[config.mk]
export PLATFORM = sky130hd
export DESIGN_NAME = sha256_req_arbiter
export DESIGN_NICKNAME = d
export VERILOG_FILES = /design/src/rtl/sha256_arb_pkg.sv /design/src/rtl/sha256_req_arbiter_rr_arbiter.sv /design/src/rtl/sha256_req_arbiter.sv
export SDC_FILE = /design/constraint.sdc
export NUM_CORES = 1
export LEC_CHECK = 0
export CAP_MARGIN = 0
export CORE_AREA = 2 2 441 443
export CTS_CLUSTER_DIAMETER = 120
export DETAILED_ROUTE_END_ITERATION = 10
export DIE_AREA = 0 0 443 445
export GPL_ROUTABILITY_DRIVEN = 0
export SLEW_MARGIN = 20
export SYNTH_ARGS = -nofsm -noshare
export SYNTH_HDL_FRONTEND = slang
export SYNTH_SLANG_ARGS = --single-unit
export TNS_END_PERCENT = 20
[constraint.sdc]
create_clock -name clk -period 5.8 [get_ports clk]
set_input_delay 1.16 -clock clk [delete_from_list [all_inputs] [get_ports clk]]
set_output_delay 1.16 -clock clk [all_outputs]
set_load 0.02 [all_outputs]
[src/rtl/sha256_arb_pkg.sv]
// sha256_arb_pkg: state encoding, digest width and the round-robin pick helper
// shared by the SHA-256 request arbiter and its rr_arbiter sub-block.
package sha256_arb_pkg;

   localparam int HASH_W = 256;
   localparam int RR_MAX = 8;

   typedef enum logic [1:0] {
      IDLE   = 2'd0,
      LAUNCH = 2'd1,
      BUSY   = 2'd2,
      RESP   = 2'd3
   } arb_state_t;

   // First set bit of req at or after ptr, wrapping at n; returns n when req is empty.
   function automatic int rr_next_idx(input logic [RR_MAX-1:0] req, input int ptr, input int n);
      int                idx;
      int                j;
      logic [RR_MAX-1:0] sh;
      idx = n;
      for (int k = RR_MAX - 1; k >= 0; k--) begin
         if (k < n) begin
            j = ptr + k;
            if (j >= n) j = j - n;
            sh = req >> j;
            if (sh[0]) idx = j;
         end
      end
      return idx;
   endfunction

endpackage

[src/rtl/sha256_req_arbiter_rr_arbiter.sv]
// rr_arbiter: combinational one-hot round-robin grant starting the search at ptr.
module rr_arbiter
   import sha256_arb_pkg::*;
#(
   parameter int NUM_REQ = 4
) (
   input  logic [NUM_REQ-1:0]         req,
   input  logic [$clog2(NUM_REQ)-1:0] ptr,
   output logic [NUM_REQ-1:0]         grant
);

   int win;

   always_comb begin
      win   = rr_next_idx(RR_MAX'(req), int'(ptr), NUM_REQ);
      grant = '0;
      for (int i = 0; i < NUM_REQ; i++) begin
         grant[i] = (win == i);
      end
   end

endmodule

[src/rtl/sha256_req_arbiter.sv]
// sha256_req_arbiter: shares one SHA-256 core among NUM_REQ requesters with round-robin grant.
// Define SHA_ARB_TIMEOUT_EN to add a BUSY watchdog that reports rsp_error on expiry.
module sha256_req_arbiter #(
   parameter int  NUM_REQ     = 4,
   parameter int  MSG_SIZE    = 120,
   parameter int  HASH_W      = sha256_arb_pkg::HASH_W,
   parameter int  TIMEOUT_CYC = 1024,
   localparam int ID_W        = $clog2(NUM_REQ)
) (
   input  logic                        clk,
   input  logic                        reset,
   input  logic [NUM_REQ-1:0]          req_valid,
   output logic [NUM_REQ-1:0]          req_ready,
   input  logic [NUM_REQ*MSG_SIZE-1:0] req_msg,
   output logic                        core_start,
   output logic [MSG_SIZE-1:0]         core_message,
   input  logic [HASH_W-1:0]           core_hashed,
   input  logic                        core_done,
   output logic                        rsp_valid,
   input  logic                        rsp_ready,
   output logic [ID_W-1:0]             rsp_id,
   output logic [HASH_W-1:0]           rsp_hash,
   output logic                        rsp_error,
   output logic                        busy
);

   import sha256_arb_pkg::*;

   arb_state_t          state_q, state_d;
   logic [ID_W-1:0]     rr_ptr_q, rr_ptr_d;
   logic                core_start_q, core_start_d;
   logic [MSG_SIZE-1:0] core_message_q, core_message_d;
   logic                rsp_valid_q, rsp_valid_d;
   logic [ID_W-1:0]     rsp_id_q, rsp_id_d;
   logic [HASH_W-1:0]   rsp_hash_q, rsp_hash_d;
   logic                done_arm_q, done_arm_d;

   logic [NUM_REQ-1:0]  grant;
   logic [ID_W-1:0]     grant_id;
   logic [MSG_SIZE-1:0] grant_msg;
   logic                handshake;

`ifdef SHA_ARB_TIMEOUT_EN
   localparam int CNT_W = $clog2(TIMEOUT_CYC + 1);
   logic [CNT_W-1:0]    wd_cnt_q, wd_cnt_d;
   logic                rsp_error_q, rsp_error_d;
`endif

   rr_arbiter #(
      .NUM_REQ (NUM_REQ)
   ) u_rr (
      .req   (req_valid),
      .ptr   (rr_ptr_q),
      .grant (grant)
   );

   always_comb begin
      grant_id  = '0;
      grant_msg = '0;
      for (int i = 0; i < NUM_REQ; i++) begin
         if (grant[i]) begin
            grant_id  = ID_W'(i);
            grant_msg = req_msg[i*MSG_SIZE +: MSG_SIZE];
         end
      end
   end

   // Gated by reset so no grant is offered while the block is held in reset.
   assign req_ready = (state_q == IDLE && reset) ? grant : '0;
   assign handshake = |(req_valid & req_ready);

   always_comb begin
      state_d        = state_q;
      rr_ptr_d       = rr_ptr_q;
      core_start_d   = 1'b0;
      core_message_d = core_message_q;
      rsp_valid_d    = rsp_valid_q;
      rsp_id_d       = rsp_id_q;
      rsp_hash_d     = rsp_hash_q;
      done_arm_d     = done_arm_q;
`ifdef SHA_ARB_TIMEOUT_EN
      wd_cnt_d       = wd_cnt_q;
      rsp_error_d    = rsp_error_q;
`endif
      case (state_q)
         IDLE: begin
            if (handshake) begin
               state_d        = LAUNCH;
               core_start_d   = 1'b1;
               core_message_d = grant_msg;
               rsp_id_d       = grant_id;
            end
         end
         LAUNCH: begin
            state_d    = BUSY;
            done_arm_d = 1'b0;
`ifdef SHA_ARB_TIMEOUT_EN
            wd_cnt_d   = '0;
`endif
         end
         BUSY: begin
            // done_arm_q is low in the first BUSY cycle so a leftover done level is ignored.
            done_arm_d = 1'b1;
`ifdef SHA_ARB_TIMEOUT_EN
            wd_cnt_d   = wd_cnt_q + 1'b1;
`endif
            if (done_arm_q && core_done) begin
               rsp_hash_d  = core_hashed;
               rsp_valid_d = 1'b1;
               state_d     = RESP;
            end
`ifdef SHA_ARB_TIMEOUT_EN
            else if (wd_cnt_d == CNT_W'(TIMEOUT_CYC)) begin
               rsp_hash_d  = '0;
               rsp_valid_d = 1'b1;
               rsp_error_d = 1'b1;
               state_d     = RESP;
            end
`endif
         end
         RESP: begin
            if (rsp_ready) begin
               rsp_valid_d = 1'b0;
               rr_ptr_d    = (rsp_id_q == ID_W'(NUM_REQ - 1)) ? '0 : rsp_id_q + 1'b1;
               state_d     = IDLE;
`ifdef SHA_ARB_TIMEOUT_EN
               rsp_error_d = 1'b0;
`endif
            end
         end
         default: state_d = IDLE;
      endcase
   end

   always_ff @(posedge clk or negedge reset) begin
      if (!reset) begin
         state_q        <= IDLE;
         rr_ptr_q       <= '0;
         core_start_q   <= 1'b0;
         core_message_q <= '0;
         rsp_valid_q    <= 1'b0;
         rsp_id_q       <= '0;
         rsp_hash_q     <= '0;
         done_arm_q     <= 1'b0;
`ifdef SHA_ARB_TIMEOUT_EN
         wd_cnt_q       <= '0;
         rsp_error_q    <= 1'b0;
`endif
      end else begin
         state_q        <= state_d;
         rr_ptr_q       <= rr_ptr_d;
         core_start_q   <= core_start_d;
         core_message_q <= core_message_d;
         rsp_valid_q    <= rsp_valid_d;
         rsp_id_q       <= rsp_id_d;
         rsp_hash_q     <= rsp_hash_d;
         done_arm_q     <= done_arm_d;
`ifdef SHA_ARB_TIMEOUT_EN
         wd_cnt_q       <= wd_cnt_d;
         rsp_error_q    <= rsp_error_d;
`endif
      end
   end

   assign core_start   = core_start_q;
   assign core_message = core_message_q;
   assign rsp_valid    = rsp_valid_q;
   assign rsp_id       = rsp_id_q;
   assign rsp_hash     = rsp_hash_q;
   assign busy         = (state_q != IDLE);
`ifdef SHA_ARB_TIMEOUT_EN
   assign rsp_error    = rsp_error_q;
`else
   assign rsp_error    = 1'b0;
`endif

endmodule

==> results.md, run 1 <==
Outcome:
- The flow ran to the end, and the final reports show no timing, DRC or antenna violations.

Setup path:
- The element type at the critical path end is a primary output.
- The maximum fanout count along the critical path is 13.
- Data arrives at the worst endpoint at roughly 4.2 ns.
- The worst endpoint required time is ~4.6 ns.
- The most critical setup path has its startpoint at rr_ptr_q[0].
- The kind of start point of the critical path is a register.
- The start of the worst register-to-register path is rr_ptr_q[0].
- Across all register-to-register paths, the minimum setup slack is about 1.3 ns.
- The start-to-end type of the worst setup path is register to primary output.

Drt:
- The via count is just over 20,000.
- The final layout contains routed wiring with a total length of roughly 170,000 um.
- The violation count after the first detailed-routing iteration is about 1,500.
- The number of iterations in the first detailed-routing pass is 5.
- The post-route antenna net violation count is 0.
- After detailed routing, the number of vias per cell comes to approximately 3.8.
- In the final routed layout, each cell accounts on average for ~32 um.
- The post-detailed-route DRC marker count is 0.

Clock tree:
- The clock tree synthesis step divided the H-tree into 2 levels.
- The number of setup buffers added after CTS is 0.
- Clock latency on the worst-skew pair, taken at its later pin, is ~0.69 ns.
- The clock transition time at the flip-flop clock pins of the worst setup and hold paths is ~0.06 ns.
- The number of buffers on the longest clock path is 3.
- In this run, post-CTS repair resized a total of 0 instances.
- The clock tree from TritonCTS is yes.
- The tree is rooted in a sky130_fd_sc_hd__clkbuf_16.
- TritonCTS created 56 clock buffers.
- The clock sink count is ~390.
- Hold repair after CTS inserted 0 buffers.

Placement:
- During placement, the flow inserted port buffers numbering between 1,000 and 1,500.
- Detailed placement ended at an HPWL of ~140,000 um.
- The number of cells after detailed placement is 5,255.

Synth:
- The number of register bits inferred by synthesis is 385.
- The post-synthesis cell area is roughly 20,000 sq um.
- The area share of the largest cell type after synthesis is about half.
- The number of unique standard cell types used by synthesis is 43.
- The number of warnings issued by yosys is 0.
- The post-synthesis cell type with the largest combined area is sky130_fd_sc_hd__dfrtp_1.
- The number of nets produced by synthesis is 2,494.
- The post-synthesis cell count is roughly 1,700.
- Ranked by total cell area, the synthesized netlist is headed by sky130_fd_sc_hd__dfrtp_1, sky130_fd_sc_hd__mux2_2, sky130_fd_sc_hd__o41ai_2, sky130_fd_sc_hd__nor2b_1, sky130_fd_sc_hd__a31oi_1.
- The average instance in the mapped netlist occupies roughly 11 sq um.
- The proportion of synthesized chip area in sequential cells is a little under 50%.

Floorplan:
- The floorplan has roughly 160 rows.
- The area of the core is roughly 190,000 sq um.
- The overall die width is ~440 um.
- The effective utilization at floorplan is a little over 10%.
- The die outline height is between 400 and 500 um.
- Pin placement for this block handled ~1,100 I/O pins.
- The floorplan step defined a die boundary enclosing approximately 200,000 sq um.

STA:
- The final count of pins violating max slew is 0.
- The number of endpoints failing setup at the final stage is 0.
- The worst clock skew is around 0.033 ns.
- The count of final hold-check violations is 0.
- The time the worst path needs with I/O delays and setup is approximately 5.3 ns.
- The worst pin sits at a relative slew slack of 30.1%.
- The final worst-path cycle share is around 92%.
- Setup repair after global routing left no endpoint under its margin.
- The slew at the pin closest to its max-slew limit is approximately 1.0 ns.
- Static timing analysis puts the maximum clock frequency at between 0.15 and 0.2 GHz.
- The setup TNS after final layout is 0 ns.

Pwr:
- The leakage component of the power is about 13 nW.
- The power per cell area is approximately 630 nW/um^2.
- The maximum vdd ir drop is just under 800 uV.

Global routing:
- Entering global routing, the biggest net connects roughly 150 pins.
- Global routing used approximately 17% of the available tracks across all layers.
- The via count of the first global-routing pass is 20,200.
- The first-pass GRT wire length is between 200,000 and 250,000 um.
- The total grt overflow is 0.
- The number of antenna violations at the first check in global routing is 147.

Cells and area:
- The total number of nets in the final design is around 3,500.
- Compared with the post-synthesis result, the final layout area differs by 82.6%.
- Of the cells placed in the final design, the portion with a size suffix greater than 1 is between 10% and 20%.
- The number of fillers in the final layout is between 20,000 and 25,000.
- The area of combinational cells with multiple inputs is about 9000 sq um.
- Once layout is complete, the cells apart from fillers number about 5,400.
- The footprint of the flip-flops and latches is 9630 sq um.

Hold path:
- The kind of path behind the tightest hold check is input pin to async pin.

Flow run:
- Max-cap violations in this run came to 0.
## worst max-delay path, cell delays in order (launching register included)
cell	delay (ns)
sky130_fd_sc_hd__dfrtp_1	0.64
sky130_fd_sc_hd__inv_1	0.19
sky130_fd_sc_hd__ha_1	0.45
sky130_fd_sc_hd__nand3_1	0.20
sky130_fd_sc_hd__a311oi_1	0.81
sky130_fd_sc_hd__nor2_4	0.23
sky130_fd_sc_hd__nor3_1	0.28
sky130_fd_sc_hd__clkdlybuf4s50_1	0.65
## metal layers
metal  global-route usage (%)  part of all wire [%]  vias to the layer above
met4                     5.21                   3.2                       64
li1                         -                     -                     8568
met2                     25.4                    44                     1147
met3                     9.07                    13                      364
met1                     19.7                    39                    10300
met5                        0                  0.27                        -
## cells by family (layout without fill, tap and decap cells)
| logic type | after synthesis | in the layout | share of synthesized area [%] |
|---|---|---|---|
| compound gates | 502 | 502 | 18.2 |
| fa+ha+maj | 10 | 10 | 0.644 |
| buf+inv | 186 | 1277 | 4.43 |
| flops | 385 | 385 | 49.6 |
| mux | 268 | 268 | 15.5 |
| other cells | 1 | 28 | 0.0193 |
| simple gates | 388 | 388 | 11.6 |
## stage by stage
stage               util, %  worst slack (ns)  hold slack, ns  instance area [sq um]  power (mW)
global placement       17.5             0.599           0.488                  33500        18.8
floorplan                 -              1.53           0.504                  19400        11.7
global route           18.5            0.0974           0.304                  35500        23.7
finish                 18.5             0.466           0.338                  35500        22.5
detailed placement     17.5             0.576           0.492                  33500        18.9
CTS                    18.5             0.321           0.269                  35400        22.8
## Yosys cell counts, drive strengths merged
library cell,instances
a211oi,3
o21ai,123
and3,1
mux2,265
nand2,6
dfrtp,385
nor2,4
nor3,5
a22o,1
a21boi,1
and4,1
o41ai,120
a22oi,1
nand3,122
clkbuf,110
conb,1
or2,122
mux2i,3
inv,9
a21oi,125
o21ba,1
nand2b,3
a31oi,121
nor4b,1
o31ai,2
a311oi,1
ha,10
nor2b,122
or3,1
a211o,2
o211a,1
buf,67
## sequential cells by signal (all words and copies together), names as in the netlist
| name | count |
|---|---|
| rr_ptr_q | 2 |
| core_message | 120 |
| rsp_hash | 256 |
| core_start | 1 |
| done_arm_q | 1 |
| rsp_id | 2 |
| state_q | 2 |
| rsp_valid | 1 |
## final timing paths
path,endpoint,cells after the start
max,req_ready[3],7
min,rsp_hash[146],1
max reg2reg,core_message[97],11
min reg2reg,rsp_hash[112],1
max in group asynchronous,rsp_hash[79],3
min in group clk,rsp_hash[112],1
## area by class of cell
class                      instances  area share [%]
antenna                           27           0.190
clock buffer                      76            4.50
clock inverter                    26           0.917
inverter                           9           0.109
multi-input combinational       1169            25.3
sequential                       385            27.1
tap                             2526            8.90
timing repair buffer            1166            32.9
## cell usage in the layout (no fill, tap or decap), types with 8 or more instances in the layout
cell                              count
sky130_fd_sc_hd__buf_4               30
sky130_fd_sc_hd__ha_1                10
sky130_fd_sc_hd__a21oi_1            125
sky130_fd_sc_hd__buf_12               8
sky130_fd_sc_hd__a31oi_1            121
sky130_fd_sc_hd__clkbuf_1             8
sky130_fd_sc_hd__diode_2             27
sky130_fd_sc_hd__or2_2               87
sky130_fd_sc_hd__o21ai_0            123
sky130_fd_sc_hd__or2_1               33
sky130_fd_sc_hd__dfrtp_1            385
sky130_fd_sc_hd__clkdlybuf4s50_1   1127
sky130_fd_sc_hd__clkinv_2            11
sky130_fd_sc_hd__nand3_1            121
sky130_fd_sc_hd__o41ai_1             73
sky130_fd_sc_hd__clkbuf_16           56
sky130_fd_sc_hd__mux2_2             263
sky130_fd_sc_hd__clkbuf_8            12
sky130_fd_sc_hd__nor2b_1            122
sky130_fd_sc_hd__inv_1                8
sky130_fd_sc_hd__o41ai_2             47
## report_power, final
group / internal (mW) / leakage (nW) / switching (mW)
Clock: 2.16 / 0.949 / 1.53
Sequential: 4.04 / 4.57 / 0.868
Combinational: 5.13 / 7.84 / 8.81
Total: 11.3 / 13.4 / 11.2
Power figures use the tool's default switching activity.
==> run 2, diff against run 1 <==
Settings changed: TNS_END_PERCENT 20 to 10.
==> results of run 2 <==
No change in the layout: final DEF, timing and power equal those of run 1.
